**src/rtl/ifid_hazard_ctrl_if.sv**
```systemverilog
// ---------------------------------------------------------------------------
// ifid_hazard_ctrl_if
//   Bundle of the hazard-controller signals that flow between the pipeline
//   datapath and the IF/ID hazard/sequencing controller.
//
//   master : the pipeline side. It drives IF/ID, ID/EX and EX/MEM status, the
//            branch resolution and the memory stalls, and receives the
//            enables, flushes and halt status.
//   slave  : the controller side (ifid_hazard_ctrl).
//
//   Parameters
//     REG_BITS     register index width
//     STALL_CNT_W  width of the stall-cycle counter
// ---------------------------------------------------------------------------
interface ifid_hazard_ctrl_if #(
    parameter int REG_BITS    = 3,
    parameter int STALL_CNT_W = 16
);
    // IF/ID stage status
    logic                   ifIdValidIns;
    logic                   ifIdRsValid;
    logic                   ifIdRtValid;
    logic [REG_BITS-1:0]    ifIdRs;
    logic [REG_BITS-1:0]    ifIdRt;
    logic                   ifIdHalt;

    // Older in-flight writers
    logic                   idExWriteRegValid;
    logic [REG_BITS-1:0]    idExWriteReg;
    logic                   exMemWriteRegValid;
    logic [REG_BITS-1:0]    exMemWriteReg;

    // Redirect and memory status
    logic                   exBranchTaken;
    logic                   imemStall;
    logic                   dmemStall;

    // Controller outputs
    logic                   writePc;
    logic                   writeIfId;
    logic                   flushIf;
    logic                   flushIdEx;
    logic                   freezeBack;
    logic                   halted;
    logic [STALL_CNT_W-1:0] stallCount;

    modport master (
        output ifIdValidIns, ifIdRsValid, ifIdRtValid, ifIdRs, ifIdRt, ifIdHalt,
        output idExWriteRegValid, idExWriteReg, exMemWriteRegValid, exMemWriteReg,
        output exBranchTaken, imemStall, dmemStall,
        input  writePc, writeIfId, flushIf, flushIdEx, freezeBack, halted, stallCount
    );

    modport slave (
        input  ifIdValidIns, ifIdRsValid, ifIdRtValid, ifIdRs, ifIdRt, ifIdHalt,
        input  idExWriteRegValid, idExWriteReg, exMemWriteRegValid, exMemWriteReg,
        input  exBranchTaken, imemStall, dmemStall,
        output writePc, writeIfId, flushIf, flushIdEx, freezeBack, halted, stallCount
    );
endinterface

```
**src/rtl/ifid_hazard_ctrl.sv**
```systemverilog
// ---------------------------------------------------------------------------
// ifid_hazard_ctrl
//   Hazard and sequencing controller for the PC and the IF/ID pipeline
//   register of an in-order pipeline without forwarding. It produces the PC
//   and IF/ID write enables, the IF/ID and ID/EX flushes and the back-end
//   freeze from RAW hazards, taken branches and instruction/data memory
//   stalls. It also sequences the HALT drain (RUN -> DRAIN -> HALTED) and
//   keeps a saturating count of stall cycles since reset.
//
//   The register file writes before it reads, so the MEM/WB writer is never
//   a hazard source; only ID/EX and EX/MEM destinations are compared.
//
//   Ports
//     clk   in   system clock, all state on the rising edge
//     rst   in   synchronous, active-high reset
//     bus   slave modport of ifid_hazard_ctrl_if:
//             in : ifIdValidIns, ifIdRsValid, ifIdRtValid, ifIdRs, ifIdRt,
//                  ifIdHalt, idExWriteRegValid, idExWriteReg,
//                  exMemWriteRegValid, exMemWriteReg, exBranchTaken,
//                  imemStall, dmemStall
//             out: writePc, writeIfId, flushIf, flushIdEx, freezeBack,
//                  halted, stallCount
//
//   Parameters
//     REG_BITS     register index width (must match the interface)
//     DRAIN_CYC    cycles given to older instructions to retire once HALT
//                  is held in ID (>= 1)
//     STALL_CNT_W  stall counter width (must match the interface)
//
//   All control outputs are combinational on the current inputs and state;
//   state and counters change on the rising clock edge.
// ---------------------------------------------------------------------------
module ifid_hazard_ctrl #(
    parameter int REG_BITS    = 3,
    parameter int DRAIN_CYC   = 3,
    parameter int STALL_CNT_W = 16
) (
    input  logic              clk,
    input  logic              rst,
    ifid_hazard_ctrl_if.slave bus
);

    localparam int DRAIN_W = (DRAIN_CYC < 1) ? 1 : $clog2(DRAIN_CYC + 1);

    typedef enum logic [1:0] {
        ST_RUN    = 2'd0,
        ST_DRAIN  = 2'd1,
        ST_HALTED = 2'd2
    } state_t;

    // Saturating increment: the counter sticks at all-ones rather than wrap.
    function automatic logic [STALL_CNT_W-1:0] sat_inc(
        input logic [STALL_CNT_W-1:0] v
    );
        if (&v) begin
            return v;
        end
        return v + STALL_CNT_W'(1);
    endfunction

    // Registered state
    state_t                 r_state;
    logic [DRAIN_W-1:0]     r_drain_cnt;
    logic [STALL_CNT_W-1:0] r_stall_cnt;

    // Next-state and output wires
    state_t                 w_next_state;
    logic [DRAIN_W-1:0]     w_drain_nxt;
    logic                   w_count;
    logic                   w_write_pc;
    logic                   w_write_ifid;
    logic                   w_flush_if;
    logic                   w_flush_idex;
    logic                   w_freeze_back;
    logic                   w_halted;

    // Hazard detection
    logic w_hit_rs;
    logic w_hit_rt;
    logic w_raw_hazard;
    logic w_halt_in_id;

    // A source register conflicts with an older writer only if that writer
    // actually writes a register; an invalid writer never matches, even when
    // its (don't-care) index happens to equal the source index.
    always_comb begin
        w_hit_rs = (bus.idExWriteRegValid  && (bus.idExWriteReg  == bus.ifIdRs)) ||
                   (bus.exMemWriteRegValid && (bus.exMemWriteReg == bus.ifIdRs));
        w_hit_rt = (bus.idExWriteRegValid  && (bus.idExWriteReg  == bus.ifIdRt)) ||
                   (bus.exMemWriteRegValid && (bus.exMemWriteReg == bus.ifIdRt));
        w_raw_hazard = bus.ifIdValidIns &&
                       ((bus.ifIdRsValid && w_hit_rs) || (bus.ifIdRtValid && w_hit_rt));
        w_halt_in_id = bus.ifIdValidIns && bus.ifIdHalt;
    end

    // Next-state and output decode
    always_comb begin
        w_next_state  = r_state;
        w_drain_nxt   = r_drain_cnt;
        w_count       = 1'b0;
        w_write_pc    = 1'b0;
        w_write_ifid  = 1'b0;
        w_flush_if    = 1'b0;
        w_flush_idex  = 1'b0;
        w_freeze_back = 1'b0;
        w_halted      = 1'b0;

        if (rst) begin
            // Squash whatever is entering IF/ID and ID/EX while reset is
            // asserted; the back end is allowed to clock so it empties out.
            w_flush_if   = 1'b1;
            w_flush_idex = 1'b1;
            w_next_state = ST_RUN;
            w_drain_nxt  = '0;
        end else begin
            unique case (r_state)
                ST_RUN: begin
                    if (bus.dmemStall) begin
                        // Whole pipe holds still; nothing is flushed.
                        w_freeze_back = 1'b1;
                        w_count       = 1'b1;
                    end else if (bus.exBranchTaken) begin
                        // Redirect: load the target and kill the two younger
                        // wrong-path instructions. Not a stall cycle.
                        w_write_pc   = 1'b1;
                        w_write_ifid = 1'b1;
                        w_flush_if   = 1'b1;
                        w_flush_idex = 1'b1;
                    end else if (w_raw_hazard) begin
                        // Hold PC and IF/ID, insert a bubble behind the
                        // producer.
                        w_flush_idex = 1'b1;
                        w_count      = 1'b1;
                    end else if (bus.imemStall) begin
                        // IF/ID advances so ID proceeds, but receives a bubble
                        // while the fetch is outstanding.
                        w_write_ifid = 1'b1;
                        w_flush_if   = 1'b1;
                        w_count      = 1'b1;
                    end else if (w_halt_in_id) begin
                        // Freeze HALT in IF/ID and start draining older work.
                        w_next_state = ST_DRAIN;
                        w_drain_nxt  = DRAIN_W'(DRAIN_CYC);
                    end else begin
                        w_write_pc   = 1'b1;
                        w_write_ifid = 1'b1;
                    end
                end

                ST_DRAIN: begin
                    if (bus.dmemStall) begin
                        // Older instructions cannot retire; drain time does
                        // not elapse.
                        w_freeze_back = 1'b1;
                        w_count       = 1'b1;
                    end else if (bus.exBranchTaken) begin
                        // The held HALT was on the wrong path: redirect and
                        // resume, even if this was the last drain cycle.
                        w_write_pc   = 1'b1;
                        w_write_ifid = 1'b1;
                        w_flush_if   = 1'b1;
                        w_flush_idex = 1'b1;
                        w_next_state = ST_RUN;
                        w_drain_nxt  = '0;
                    end else begin
                        // HALT stays in IF/ID; bubbles go down behind it.
                        w_flush_idex = 1'b1;
                        w_drain_nxt  = r_drain_cnt - DRAIN_W'(1);
                        if (r_drain_cnt <= DRAIN_W'(1)) begin
                            w_next_state = ST_HALTED;
                        end
                    end
                end

                ST_HALTED: begin
                    w_freeze_back = 1'b1;
                    w_halted      = 1'b1;
                end

                default: begin
                    // Unreachable encoding: recover to RUN.
                    w_next_state = ST_RUN;
                    w_drain_nxt  = '0;
                end
            endcase
        end
    end

    // State, drain counter and stall counter registers
    always_ff @(posedge clk) begin
        if (rst) begin
            r_state     <= ST_RUN;
            r_drain_cnt <= '0;
            r_stall_cnt <= '0;
        end else begin
            r_state     <= w_next_state;
            r_drain_cnt <= w_drain_nxt;
            if (w_count) begin
                r_stall_cnt <= sat_inc(r_stall_cnt);
            end
        end
    end

    assign bus.writePc    = w_write_pc;
    assign bus.writeIfId  = w_write_ifid;
    assign bus.flushIf    = w_flush_if;
    assign bus.flushIdEx  = w_flush_idex;
    assign bus.freezeBack = w_freeze_back;
    assign bus.halted     = w_halted;
    assign bus.stallCount = r_stall_cnt;

endmodule

```
**src/flat_wrapper.sv**
```systemverilog
// flat-port wrapper written by rule: the top's interface ports become plain ports
module ifid_hazard_ctrl_flat 
#(
    parameter int REG_BITS    = 3,
    parameter int DRAIN_CYC   = 3,
    parameter int STALL_CNT_W = 16
)
  (clk, rst, bus_ifIdValidIns, bus_ifIdRsValid, bus_ifIdRtValid, bus_ifIdRs, bus_ifIdRt, bus_ifIdHalt, bus_idExWriteRegValid, bus_idExWriteReg, bus_exMemWriteRegValid, bus_exMemWriteReg, bus_exBranchTaken, bus_imemStall, bus_dmemStall, bus_writePc, bus_writeIfId, bus_flushIf, bus_flushIdEx, bus_freezeBack, bus_halted, bus_stallCount);
  ifid_hazard_ctrl_if #(.REG_BITS(REG_BITS), .STALL_CNT_W(STALL_CNT_W)) bus_i ();
  input  logic clk;
  input  logic rst;
  input wire logic [$bits(bus_i.ifIdValidIns)-1:0] bus_ifIdValidIns;
  input wire logic [$bits(bus_i.ifIdRsValid)-1:0] bus_ifIdRsValid;
  input wire logic [$bits(bus_i.ifIdRtValid)-1:0] bus_ifIdRtValid;
  input wire logic [$bits(bus_i.ifIdRs)-1:0] bus_ifIdRs;
  input wire logic [$bits(bus_i.ifIdRt)-1:0] bus_ifIdRt;
  input wire logic [$bits(bus_i.ifIdHalt)-1:0] bus_ifIdHalt;
  input wire logic [$bits(bus_i.idExWriteRegValid)-1:0] bus_idExWriteRegValid;
  input wire logic [$bits(bus_i.idExWriteReg)-1:0] bus_idExWriteReg;
  input wire logic [$bits(bus_i.exMemWriteRegValid)-1:0] bus_exMemWriteRegValid;
  input wire logic [$bits(bus_i.exMemWriteReg)-1:0] bus_exMemWriteReg;
  input wire logic [$bits(bus_i.exBranchTaken)-1:0] bus_exBranchTaken;
  input wire logic [$bits(bus_i.imemStall)-1:0] bus_imemStall;
  input wire logic [$bits(bus_i.dmemStall)-1:0] bus_dmemStall;
  output wire logic [$bits(bus_i.writePc)-1:0] bus_writePc;
  output wire logic [$bits(bus_i.writeIfId)-1:0] bus_writeIfId;
  output wire logic [$bits(bus_i.flushIf)-1:0] bus_flushIf;
  output wire logic [$bits(bus_i.flushIdEx)-1:0] bus_flushIdEx;
  output wire logic [$bits(bus_i.freezeBack)-1:0] bus_freezeBack;
  output wire logic [$bits(bus_i.halted)-1:0] bus_halted;
  output wire logic [$bits(bus_i.stallCount)-1:0] bus_stallCount;
  assign bus_i.ifIdValidIns = bus_ifIdValidIns;
  assign bus_i.ifIdRsValid = bus_ifIdRsValid;
  assign bus_i.ifIdRtValid = bus_ifIdRtValid;
  assign bus_i.ifIdRs = bus_ifIdRs;
  assign bus_i.ifIdRt = bus_ifIdRt;
  assign bus_i.ifIdHalt = bus_ifIdHalt;
  assign bus_i.idExWriteRegValid = bus_idExWriteRegValid;
  assign bus_i.idExWriteReg = bus_idExWriteReg;
  assign bus_i.exMemWriteRegValid = bus_exMemWriteRegValid;
  assign bus_i.exMemWriteReg = bus_exMemWriteReg;
  assign bus_i.exBranchTaken = bus_exBranchTaken;
  assign bus_i.imemStall = bus_imemStall;
  assign bus_i.dmemStall = bus_dmemStall;
  assign bus_writePc = bus_i.writePc;
  assign bus_writeIfId = bus_i.writeIfId;
  assign bus_flushIf = bus_i.flushIf;
  assign bus_flushIdEx = bus_i.flushIdEx;
  assign bus_freezeBack = bus_i.freezeBack;
  assign bus_halted = bus_i.halted;
  assign bus_stallCount = bus_i.stallCount;
  ifid_hazard_ctrl #(.REG_BITS(REG_BITS), .DRAIN_CYC(DRAIN_CYC), .STALL_CNT_W(STALL_CNT_W)) u_core (.clk(clk), .rst(rst), .bus(bus_i));
endmodule
```
**config.mk**
```make
export PLATFORM = sky130hd
export DESIGN_NAME = ifid_hazard_ctrl_flat
export DESIGN_NICKNAME = d
export VERILOG_FILES = /design/src/rtl/ifid_hazard_ctrl_if.sv /design/src/rtl/ifid_hazard_ctrl.sv /design/src/flat_wrapper.sv
export SDC_FILE = /design/constraint.sdc
export NUM_CORES = 1
export LEC_CHECK = 0
export BUFFER_PORTS_ARGS = -buffer_cell sky130_fd_sc_hd__buf_2
export CORE_MARGIN = 10
export CORE_UTILIZATION = 40
export DETAILED_ROUTE_END_ITERATION = 12
export GPL_TIMING_DRIVEN = 0
export PLACE_DENSITY_LB_ADDON = 0.1
export RECOVER_POWER = 100
export SLEW_MARGIN = 40
export SYNTH_ARGS = -nofsm -noshare
export SYNTH_HDL_FRONTEND = slang
export SYNTH_SLANG_ARGS = --single-unit
```
**constraint.sdc**
```tcl
create_clock -name clk -period 4 [get_ports clk]
set_clock_uncertainty 0.15 [all_clocks]
set_input_delay 0.4 -clock clk [delete_from_list [all_inputs] [get_ports clk]]
set_output_delay 0.4 -clock clk [all_outputs]
set_load 0.01 [all_outputs]
```
Word-level counts from Yosys, hierarchy flattened --
Index checks and enable logic that the tools add are counted.
Word-level totals: flip-flop bits (word level) 20, word-level logic and storage cells 96, input port bits 23, output and inout port bits 22
Cells by class: muxes and demuxes 58, magnitude comparators 1, bitwise logic cells 1, equality and inequality tests 14, reductions and logical operators 17, add/sub/neg operators 2
Operators with widths (count):
- $mux 1 | 34
- $mux 2 | 15
- $add 16x1->16 const B | 1
- $mux 16 | 1
- $reduce_and 16->1 | 1
- $eq 3x3->1 | 4
- $ne 2x2->1 const B | 6
- $pmux 1 s2 | 6
- $pmux 2 s3 | 2
- $logic_and 1x1->1 | 8
- $reduce_and 8->1 | 1
- $reduce_and 7->1 | 1
- $logic_or 1x1->1 | 3
- $ne 3x2->1 const B | 1
- $eq 2x1->1 const B | 1
- $eq 2x2->1 const B | 1
- $le 2x1->1 const B | 1
- $logic_not 2->1 | 1
- $ne 2x1->1 const B | 1
- $reduce_and 2->1 | 1
- $reduce_or 2->1 | 1
- $sub 2x1->2 const B | 1
- $not 1->1 | 1

Longest topological paths before layout --
Gate-level depths: netlist of the first run.
depth in word-level cells 15, depth in mapped cells 8, mapped depth without buffers 7

Worst setup path before layout of the first run --
OpenSTA, ideal clock, no wires.
path type register -> register, start point register u_core.r_stall_cnt[0], in the netlist u_core.bus.stallCount[0], end point register u_core.r_stall_cnt[12], in the netlist u_core.bus.stallCount[12], stages on the path, launching flop included 9, clock period less this slack 2.075 ns, data arrival time 1.805 ns, setup slack 1.925 ns, data required time 3.729 ns, library setup time 0.121 ns, path buffers 1, path through dfxtp_1 ha_1 nand3_1 nor2_1 a21o_4 or2_1 buf_6 nor3b_1 mux2_2
On the way: word-level cells in the longest chain between the ends 6, elaborated cells on any way between the ends 8, classes of those cells 1 x add/sub; 1 x eq/ne; 4 x mux; 2 x reduce/logical
RTL lines:
- start: declaration | line ifid_hazard_ctrl.sv:64 | logic [STALL_CNT_W-1:0] r_stall_cnt;
- start signal: assignment | line ifid_hazard_ctrl.sv:199 | r_stall_cnt <= sat_inc(r_stall_cnt);
- $reduce_and 16->1 | line ifid_hazard_ctrl.sv:55 | if (&v) begin
- $mux 1 | line ifid_hazard_ctrl.sv:55
- $mux 1 | line ifid_hazard_ctrl.sv:198 | if (w_count) begin
- $mux 1 | line ifid_hazard_ctrl.sv:191 | if (rst) begin
- $ne 2x2->1 (no line)
- $reduce_and 2->1 (no line)
Several ways; a longest one is shown, not always the timed one. The select of a mux whose other input is x is not followed. A chain may end at the register's enable or synchronous reset.

Worst setup path after layout of the first run --
start point register u_core.r_state[1], end point register u_core.r_stall_cnt[4], in the netlist u_core.bus.stallCount[4]
On the way: word-level cells in the longest chain between the ends 4, elaborated cells on any way between the ends 5, classes of those cells 1 x eq/ne; 2 x mux; 2 x reduce/logical
RTL lines:
- start: declaration | line ifid_hazard_ctrl.sv:62 | state_t r_state;
- start signal: assignment | line ifid_hazard_ctrl.sv:196 | r_state <= w_next_state;
- $eq 2x1->1 / $logic_not 2->1 (equally long branches) | line ifid_hazard_ctrl.sv:116 | unique case (r_state)
- $pmux 1 s2 * | line ifid_hazard_ctrl.sv:116
- $mux 1 * | line ifid_hazard_ctrl.sv:108 | if (rst) begin
- $reduce_and 2->1 (no line) *
Every way passes the cells marked *; elsewhere a longest branch is shown, timed or not.

==> results of run 1 <==
==> how the worst min path moves through the flow <==
stage / to / slack, ns / depth (start not counted)
detailed placement: u_core.r_drain_cnt[0] / 0.33 / 2
global route: u_core.r_drain_cnt[0] / 0.26 / 4
global placement: u_core.r_drain_cnt[0] / 0.32 / 2
finish: u_core.r_state[0] / 0.24 / 4
floorplan: u_core.r_drain_cnt[1] / 0.30 / 2
CTS: u_core.r_state[0] / 0.23 / 4
==> routing by layer <==
metal	up-vias	track usage [%]	wire, um
met1	620	13.9	1670
met2	39	20.1	1790
met5	-	0	0
met4	0	2.19	12
li1	691	-	-
met3	2	4.26	236
==> where the power goes <==
group	internal, mW	switching, mW
registers	0.206	0.00738
clock network	0.101	0.0647
logic	0.0388	0.0517
==> cell families (layout without fill, tap and decap cells) <==
logic type,Yosys count,count (layout),synth area share (%)
AND/OR/NAND/NOR,70,70,30.3
AO/OA/AOI/OAI,37,37,18.9
flip-flops,20,20,30.0
buffers and inverters,13,61,5.62
XOR/XNOR,12,12,7.87
multiplexers,7,7,5.43
adder cells (fa/ha/maj),2,2,1.87
==> stage by stage <==
stage	util, %	power, mW	area [sq um]	setup slack (ns)	hold slack, ns
after global routing	51.7	0.496	1620	0.965	0.256
after CTS	53.2	0.480	1660	1.81	0.234
final	51.7	0.469	1620	1.26	0.243
after floorplan	-	0.273	1340	1.92	0.301
after detailed placement	51.5	0.312	1610	1.76	0.328
after global placement	51.5	0.309	1610	1.78	0.318
==> flip-flops by register name (all words and copies together) (netlist names) <==
signal,count
u_core.r_state,2
u_core.bus.stallCount,16
u_core.r_drain_cnt,2
==> worst max-delay path, stage by stage, from the launching register on <==
cell and delay [ns]:
sky130_fd_sc_hd__dfxtp_1 0.48, sky130_fd_sc_hd__nand2b_1 0.20, sky130_fd_sc_hd__nor4b_1 1.08, sky130_fd_sc_hd__buf_4 0.34, sky130_fd_sc_hd__buf_6 0.16, sky130_fd_sc_hd__o21ai_0 0.09
sky130_fd_sc_hd__a21oi_1 0.16
==> placed cells by master, fill, tap and decap left out, types with 3 or more instances in the layout <==
cell	n
sky130_fd_sc_hd__clkbuf_1	27
sky130_fd_sc_hd__buf_2	21
sky130_fd_sc_hd__dfxtp_1	20
sky130_fd_sc_hd__nand2_1	19
sky130_fd_sc_hd__a21oi_1	14
sky130_fd_sc_hd__xnor2_1	12
sky130_fd_sc_hd__nand4_1	10
sky130_fd_sc_hd__nor2_1	9
sky130_fd_sc_hd__o31ai_1	9
sky130_fd_sc_hd__or4_1	9
sky130_fd_sc_hd__inv_1	5
sky130_fd_sc_hd__nand3_1	5
sky130_fd_sc_hd__mux2i_1	5
sky130_fd_sc_hd__o21ai_0	4
sky130_fd_sc_hd__buf_6	3
sky130_fd_sc_hd__nor3_1	3
sky130_fd_sc_hd__clkbuf_4	3
==> layout make-up <==
cell class                 count  area share (%)
timing repair buffer          44            11.8
clock buffer                   3            1.39
sequential                    20            24.8
buffer                         8            3.48
multi-input combinational    128            52.1
clock inverter                 1            1.86
tap                           44            3.41
inverter                       5            1.16
==> impl_metrics.env, run 1 <==
export IMPL_post_cts_setup_buffer_count=0
export IMPL_setup_viol=0
export IMPL_vias_per_cell=5.34
export IMPL_grt_overflow_total=0
export IMPL_critical_path_required_ns=4.08
export IMPL_wl_per_cell_um=14.6
export IMPL_ctsRootBufferMaster="sky130_fd_sc_hd__clkbuf_4"
export IMPL_ys_seq_elements=20
export IMPL_yosysTopAreaCell="sky130_fd_sc_hd__dfxtp_1"
export IMPL_dp_hpwl_mm=2.92
export IMPL_design_final_nets=235
export IMPL_number_of_ports_placed_on_the_die_boundary=45
export IMPL_critical_path_reg2reg_startpoint="u_core.r_state[1]"
export IMPL_mappedNetlistArea_sq_mm=0.00134
export IMPL_design_core_area_sq_mm=0.00313
export IMPL_critical_path_class="flip-flop to flip-flop"
export IMPL_critPathArrivalTime_ns=2.82
export IMPL_initial_antenna_violation_count=0
export IMPL_io_buffer_count=44
export IMPL_async_reset_ff_share_pct=0
export IMPL_cts_hold_buffers_added=0
export IMPL_critical_path_startpoint_type="flip-flop"
export IMPL_stdcell_count=253
export IMPL_synth_cell_types=39
export IMPL_dr_total_vias=1352
export IMPL_number_of_clock_buffers_inserted_by_tritoncts=3
export IMPL_worst_setup_path_endpoint="u_core.bus.stallCount[4]"
export IMPL_post_cts_resized=0
export IMPL_final_fill_count=339
export IMPL_synth_seq_area_share_pct=30.0
export IMPL_worst_slew_pin_slew_ns=1.34
export IMPL_syn_inst=161
export IMPL_finalWeightedCongestion=0.801
export IMPL_setup_total_negative_slack_ns=0
export IMPL_dr_pass1_iters=4
export IMPL_synth_most_common_cell="sky130_fd_sc_hd__dfxtp_1"
export IMPL_drcViolationCount=0
export IMPL_synth_cells_most_frequent="20 x sky130_fd_sc_hd__dfxtp_1, 19 x sky130_fd_sc_hd__nand2_1, 13 x sky130_fd_sc_hd__a21oi_1, 12 x sky130_fd_sc_hd__xnor2_1, 10 x sky130_fd_sc_hd__nand4_1"
export IMPL_p_leak_nw=0.568
export IMPL_worst_slew_margin_relative_to_its_limit_pct=9.18
export IMPL_h_tree_depth=1
export IMPL_fp_dieH_um=77.8
export IMPL_power_per_cell_area_mw_per_mm2=290
export IMPL_timing_max_transition_violations_final=0
export IMPL_fp_dieArea_sq_mm=0.00605
export IMPL_grt_total_usage_pct=11.8
export IMPL_clk_pin_slew_ns=0.12
export IMPL_synth_edf_count=0
export IMPL_wirelength_mm=3.71
export IMPL_element_type_at_the_critical_path_end="flip-flop"
export IMPL_max_cap_violations=0
export IMPL_postSynthAreaPerCell_sq_um=8.30
export IMPL_syn_nets=186
export IMPL_start_util_pct=42.7
export IMPL_grt_start_max_net_pins=13
export IMPL_rows=20
export IMPL_ff2ff_setup_slack_ns=1.26
export IMPL_peak_ir_drop_on_the_vdd_network_v=0.000119
export IMPL_fin_crit_ns=2.74
export IMPL_rr_endpoint="u_core.bus.stallCount[4]"
export IMPL_layout_drive_gt1_share_pct=17.2
export IMPL_antennaDiodeCount=0
export IMPL_tritoncts="yes"
export IMPL_critPathMaxFanout=10
export IMPL_cp_startpoint="u_core.r_state[1]"
export IMPL_hold_violations=0
export IMPL_area_of_the_multi_input_gates_sq_um=842
export IMPL_postRouteAntennaNets=0
export IMPL_grt_first_pass_wirelength_mm=6.15
export IMPL_setup_repair_after_global_routing_missed_its_margin="no"
export IMPL_hp_class="primary input to flip-flop"
export IMPL_yosys_warnings=0
export IMPL_status="completed"
export IMPL_ys_top_cells_by_area="sky130_fd_sc_hd__dfxtp_1 30%, sky130_fd_sc_hd__xnor2_1 7.9%, sky130_fd_sc_hd__nand2_1 5.3%"
export IMPL_die_width_um=77.8
export IMPL_fmaxAchievable_mhz=365
export IMPL_synthFlopType="sky130_fd_sc_hd__dfxtp_1"
export IMPL_r2r_worst_path_cells=6
export IMPL_finalCritPeriodShare_pct=68.4
export IMPL_area_sequential_sq_um=400
export IMPL_grt_pass1_vias=1416
export IMPL_post_place_cells=249
export IMPL_clock_insertion_delay_worst_skew_ns=0.30
export IMPL_tritoncts_sink_count=20
export IMPL_synth_top_area_share_pct=30.0
export IMPL_clock_path_buffers=2
export IMPL_detailedRoute_firstIterationViolations=106
export IMPL_source_of_the_worst_hold_timing_path="rst"
export IMPL_layout_area_overhead_vs_synth_pct=21.0
No activity file was read; power rests on OpenSTA's default activity.
==> inputs of run 2 (changes only) <==
ABC_AREA = 1   (was default)
clock period = 2.6 ns   (was 4 ns; I/O delays follow)
==> impl_metrics.env, run 2 <==
export IMPL_status="completed"
export IMPL_p_leak_nw=0.834
export IMPL_fmaxAchievable_mhz=455
export IMPL_die_width_um=82.9
export IMPL_clk_pin_slew_ns=0.08
export IMPL_fin_crit_ns=2.20
export IMPL_critPathMaxFanout=10
export IMPL_critical_path_required_ns=2.58
export IMPL_wirelength_mm=4.25
export IMPL_timing_max_transition_violations_final=0
export IMPL_ff2ff_setup_slack_ns=0.40
export IMPL_wl_per_cell_um=12.3
export IMPL_critical_path_reg2reg_startpoint="u_core.bus.stallCount[0]"
export IMPL_synth_most_common_cell="sky130_fd_sc_hd__nand2_1"
export IMPL_critical_path_startpoint_type="flip-flop"
export IMPL_dr_pass1_iters=4
export IMPL_synth_cells_most_frequent="76 x sky130_fd_sc_hd__nand2_1, 31 x sky130_fd_sc_hd__inv_1, 25 x sky130_fd_sc_hd__nor2_1, 20 x sky130_fd_sc_hd__dfxtp_1, 17 x sky130_fd_sc_hd__nand4_1"
export IMPL_grt_pass1_vias=1522
export IMPL_synthFlopType="sky130_fd_sc_hd__dfxtp_1"
export IMPL_syn_nets=275
export IMPL_grt_start_max_net_pins=13
export IMPL_syn_inst=250
export IMPL_critical_path_class="flip-flop to flip-flop"
export IMPL_design_core_area_sq_mm=0.00374
export IMPL_drcViolationCount=0
export IMPL_synth_top_area_share_pct=25.3
export IMPL_r2r_worst_path_cells=7
export IMPL_hold_violations=0
export IMPL_power_per_cell_area_mw_per_mm2=414
export IMPL_setup_total_negative_slack_ns=0
export IMPL_h_tree_depth=1
export IMPL_design_final_nets=324
export IMPL_synth_cell_types=32
export IMPL_async_reset_ff_share_pct=0
export IMPL_setup_repair_after_global_routing_missed_its_margin="no"
export IMPL_fp_dieArea_sq_mm=0.00688
export IMPL_min_path_cells=2
export IMPL_number_of_clock_buffers_inserted_by_tritoncts=3
export IMPL_dp_hpwl_mm=3.40
export IMPL_yosys_warnings=0
export IMPL_synth_seq_area_share_pct=25.3
export IMPL_clock_path_buffers=2
export IMPL_dr_total_vias=1707
export IMPL_mappedNetlistArea_sq_mm=0.00158
export IMPL_rr_endpoint="u_core.bus.stallCount[2]"
export IMPL_hp_class="primary input to flip-flop"
export IMPL_worst_hold_slack_ns=0.0513
export IMPL_mostFrequentLayoutCell="sky130_fd_sc_hd__nand2_1"
export IMPL_ys_seq_elements=20
export IMPL_finalWeightedCongestion=0.861
export IMPL_critPathArrivalTime_ns=2.18
export IMPL_peak_ir_drop_on_the_vdd_network_v=0.000277
export IMPL_antennaDiodeCount=0
export IMPL_start_util_pct=42.3
export IMPL_post_cts_resized=0
export IMPL_finalCritPeriodShare_pct=84.5
export IMPL_grt_first_pass_wirelength_mm=7.17
export IMPL_grt_total_usage_pct=11.8
export IMPL_max_cap_violations=0
export IMPL_largest_reg_flops=16
export IMPL_total_power_mw=0.784
export IMPL_io_buffer_count=44
export IMPL_worst_slew_margin_relative_to_its_limit_pct=61.2
export IMPL_hold_end="u_core.bus.stallCount[15]"
export IMPL_element_type_at_the_critical_path_end="flip-flop"
export IMPL_cts_hold_buffers_added=0
export IMPL_rows=22
export IMPL_final_core_utilization_pct=50.6
export IMPL_number_of_ports_placed_on_the_die_boundary=45
export IMPL_initial_antenna_violation_count=0
export IMPL_yosysTopAreaCell="sky130_fd_sc_hd__dfxtp_1"
export IMPL_leading_cell_types_in_the_layout_fill_and_taps_excluded="76 x sky130_fd_sc_hd__nand2_1, 31 x sky130_fd_sc_hd__inv_1, 25 x sky130_fd_sc_hd__nor2_1, 25 x sky130_fd_sc_hd__clkbuf_1, 23 x sky130_fd_sc_hd__buf_2"
export IMPL_source_of_the_worst_hold_timing_path="rst"
export IMPL_detailedRoute_firstIterationViolations=69
export IMPL_layout_area_overhead_vs_synth_pct=19.7
export IMPL_post_cts_setup_buffer_count=0
export IMPL_ctsRootBufferMaster="sky130_fd_sc_hd__clkbuf_8"
export IMPL_tritoncts="yes"
export IMPL_worst_slew_pin_slew_ns=0.577
export IMPL_clock_insertion_delay_worst_skew_ns=0.26
export IMPL_synth_edf_count=0
export IMPL_postSynthAreaPerCell_sq_um=6.34
export IMPL_ys_top_cells_by_area="sky130_fd_sc_hd__dfxtp_1 25%, sky130_fd_sc_hd__nand2_1 18%, sky130_fd_sc_hd__inv_1 7.3%"
export IMPL_layout_drive_gt1_share_pct=15.1
export IMPL_postRouteAntennaNets=0
export IMPL_vias_per_cell=4.93
export IMPL_grt_overflow_total=0
export IMPL_fp_dieH_um=82.9
export IMPL_setup_viol=0
export IMPL_tritoncts_sink_count=20
[run 2: final cells by class]
class | count | area (sq um)
Multi-Input combinational cell | 189 | 997
Timing Repair Buffer | 44 | 194
Tap cell | 48 | 60.1
Buffer | 8 | 48.8
Inverter | 33 | 124
Clock buffer | 3 | 41.3
Clock inverter | 1 | 30.0
Sequential cell | 20 | 400
Fill cell | 410 | 1850
[run 2: kinds of logic after synthesis]
group,synth area share (%)
AND/OR/NAND/NOR,42.0
buffers and inverters,11.0
AO/OA/AOI/OAI,13.0
XOR/XNOR,7.19
flip-flops,25.3
adder cells (fa/ha/maj),1.58
[run 2: worst max path at each step]
stage / startpoint / to / slack, ns / depth (start not counted)
final: u_core.bus.stallCount[0] / u_core.bus.stallCount[2] / 0.40 / 7
after global routing: u_core.bus.stallCount[0] / u_core.bus.stallCount[10] / 0.24 / 7
after CTS: u_core.bus.stallCount[0] / u_core.bus.stallCount[2] / 0.45 / 7
after detailed placement: u_core.bus.stallCount[0] / u_core.bus.stallCount[2] / 0.46 / 7
after global placement: u_core.bus.stallCount[0] / u_core.bus.stallCount[10] / 0.42 / 7
after floorplan: u_core.bus.stallCount[0] / u_core.bus.stallCount[10] / 0.62 / 7
[run 2: stage by stage]
stage | instances | area, sq um | setup WS [ns]
floorplan | 250 | 1580 | 0.619
global placement | 342 | 1860 | 0.423
detailed placement | 342 | 1860 | 0.458
CTS | 346 | 1940 | 0.447
global route | 346 | 1900 | 0.241
finish | 346 | 1900 | 0.404
[run 2: metal layers]
metal / vias to the layer above / track usage (%) / part of all wire, %
met3: 5 / 3.61 / 5.8
met4: 0 / 3.85 / 1.1
li1: 913 / - / -
met5: - / 0 / 0
met1: 740 / 15.9 / 49
met2: 49 / 17.4 / 44
[run 2: power by group]
| group | leakage (nW) | internal (mW) | switching (mW) |
|---|---|---|---|
| combinational | 0.637 | 0.0553 | 0.0913 |
| clock | 0.0357 | 0.206 | 0.108 |
| sequential | 0.162 | 0.314 | 0.00976 |
| total | 0.834 | 0.575 | 0.209 |
[run 2: worst max-delay path, cell delays in order, from the launching register on]
cell	delay, ns
sky130_fd_sc_hd__dfxtp_1	0.43
sky130_fd_sc_hd__ha_1	0.22
sky130_fd_sc_hd__nand3_1	0.16
sky130_fd_sc_hd__or3_1	0.38
sky130_fd_sc_hd__nand3b_4	0.22
sky130_fd_sc_hd__clkbuf_1	0.26
sky130_fd_sc_hd__nand4_1	0.19
sky130_fd_sc_hd__a21oi_2	0.07
==> inputs of run 3 (changes only) <==
clock period = 2.19 ns   (was 2.6 ns; I/O delays follow)
==> impl_metrics.env, run 3 (synthesis gave the netlist of run 2 again) <==
export IMPL_finalWeightedCongestion=0.861
export IMPL_initial_antenna_violation_count=0
export IMPL_grt_start_max_net_pins=13
export IMPL_critPathMaxFanout=10
export IMPL_detailedRoute_firstIterationViolations=77
export IMPL_min_path_cells=2
export IMPL_tritoncts="yes"
export IMPL_area_sequential_sq_um=402
export IMPL_clock_path_buffers=2
export IMPL_layout_drive_gt1_share_pct=18.5
export IMPL_grt_overflow_total=0
export IMPL_fp_dieArea_sq_mm=0.00688
export IMPL_detailed_place_area_sq_mm=0.00186
export IMPL_critical_path_class="flip-flop to flip-flop"
export IMPL_setup_viol=0
export IMPL_vias_per_cell=4.94
export IMPL_r2r_worst_path_cells=7
export IMPL_element_type_at_the_critical_path_end="flip-flop"
export IMPL_die_width_um=82.9
export IMPL_mostFrequentLayoutCell="sky130_fd_sc_hd__nand2_1"
export IMPL_worst_slew_pin_slew_ns=0.599
export IMPL_critPathArrivalTime_ns=2.03
export IMPL_peak_ir_drop_on_the_vdd_network_v=0.000330
export IMPL_wirelength_mm=4.26
export IMPL_status="completed"
export IMPL_power_per_cell_area_mw_per_mm2=488
export IMPL_finalCritPeriodShare_pct=93.4
export IMPL_final_fill_count=414
export IMPL_worst_slew_margin_relative_to_its_limit_pct=59.7
export IMPL_number_of_clock_buffers_inserted_by_tritoncts=3
export IMPL_ff2ff_setup_slack_ns=0.14
export IMPL_fin_crit_ns=2.05
export IMPL_dr_total_vias=1708
export IMPL_hp_class="primary input to flip-flop"
export IMPL_p_leak_nw=0.855
export IMPL_grtUsageMet3_pct=3.61
export IMPL_hold_violations=0
export IMPL_area_of_the_multi_input_gates_sq_mm=0.00101
export IMPL_layout_area_overhead_vs_synth_pct=20.9
export IMPL_dr_pass1_iters=4
export IMPL_largest_reg_flops=16
export IMPL_fmaxAchievable_mhz=489
export IMPL_setup_repair_after_global_routing_missed_its_margin="no"
export IMPL_post_cts_setup_buffer_count=0
export IMPL_io_buffer_count=44
export IMPL_ctsRootBufferMaster="sky130_fd_sc_hd__clkbuf_8"
export IMPL_design_final_nets=324
export IMPL_rows=22
export IMPL_grt_pass1_vias=1522
export IMPL_final_core_utilization_pct=51.2
export IMPL_grt_first_pass_wirelength_mm=7.17
export IMPL_setup_total_negative_slack_ns=0
export IMPL_dp_hpwl_mm=3.40
export IMPL_h_tree_depth=1
export IMPL_drcViolationCount=0
export IMPL_start_util_pct=42.3
export IMPL_timing_max_transition_violations_final=0
export IMPL_critical_path_startpoint_type="flip-flop"
export IMPL_fp_dieH_um=82.9
export IMPL_critical_path_required_ns=2.17
export IMPL_design_core_area_sq_mm=0.00374
export IMPL_globalRouteMet1Util_pct=15.9
export IMPL_postRouteAntennaNets=0
export IMPL_antennaDiodeCount=0
export IMPL_tritoncts_sink_count=20
export IMPL_final_design_area_no_fill_sq_mm=0.00192
export IMPL_grt_total_usage_pct=11.8
export IMPL_clk_pin_slew_ns=0.08
export IMPL_number_of_ports_placed_on_the_die_boundary=45
export IMPL_routing_usage_on_met2_pct=17.4
export IMPL_max_cap_violations=0
export IMPL_leading_cell_types_in_the_layout_fill_and_taps_excluded="76 x sky130_fd_sc_hd__nand2_1, 31 x sky130_fd_sc_hd__inv_1, 27 x sky130_fd_sc_hd__buf_2, 24 x sky130_fd_sc_hd__nor2_1"
export IMPL_clock_insertion_delay_worst_skew_ns=0.26
export IMPL_busiest_layer="met2"
export IMPL_wl_per_cell_um=12.3
run 3: power by group:
group / internal, mW / switching, mW / total, mW
clock: 0.244 / 0.128 / 0.372
combinational: 0.0688 / 0.109 / 0.178
sequential: 0.374 / 0.0116 / 0.385
total: 0.687 / 0.248 / 0.935
run 3: per-stage QoR:
stage	cells	hold WS (ns)	worst slack, ns	total power, mW
after floorplan	250	0.138	0.209	0.511
after global placement	342	0.280	0.0133	0.576
after detailed placement	342	0.289	0.0485	0.577
after CTS	346	0.00896	0.0369	0.950
after global routing	346	0.0256	0.00327	0.988
final	346	0.0108	0.144	0.935
run 3: area by class of cell:
type                            instances  share of cell area [%]
Multi-Input combinational cell        189                    52.6
Sequential cell                        20                    21.0
Timing Repair Buffer                   44                    10.4
Inverter                               33                    6.47
Tap cell                               48                    3.14
Buffer                                  8                    2.68
Clock buffer                            3                    2.16
Clock inverter                          1                    1.57
run 3: critical path: stages (launching register included):
cell,delay [ns]
sky130_fd_sc_hd__dfxtp_1,0.39
sky130_fd_sc_hd__ha_1,0.23
sky130_fd_sc_hd__nand3_2,0.12
sky130_fd_sc_hd__or3_1,0.36
sky130_fd_sc_hd__nand3b_4,0.22
sky130_fd_sc_hd__clkbuf_2,0.22
sky130_fd_sc_hd__nand4_1,0.16
sky130_fd_sc_hd__a21oi_2,0.07
run 3: worst paths after layout:
path / start / to
worst max-delay path: u_core.bus.stallCount[1] / u_core.bus.stallCount[2]
worst min-delay path: rst / u_core.bus.stallCount[15]
worst max register to register: u_core.bus.stallCount[1] / u_core.bus.stallCount[2]
worst min register to register: u_core.bus.stallCount[0] / u_core.bus.stallCount[0]
run 3: metal layers:
| metal | wire (um) | vias to the layer above |
|---|---|---|
| met5 | 0 | - |
| met4 | 46 | 0 |
| met3 | 283 | 5 |
| met2 | 1870 | 54 |
| met1 | 2060 | 731 |
| li1 | - | 918 |
run 3: repair_timing:
action	CTS	global route
hold endpoints to repair	0	0
resized for setup	0	4
hold buffers	0	0
endpoints found under the setup margin	0	11
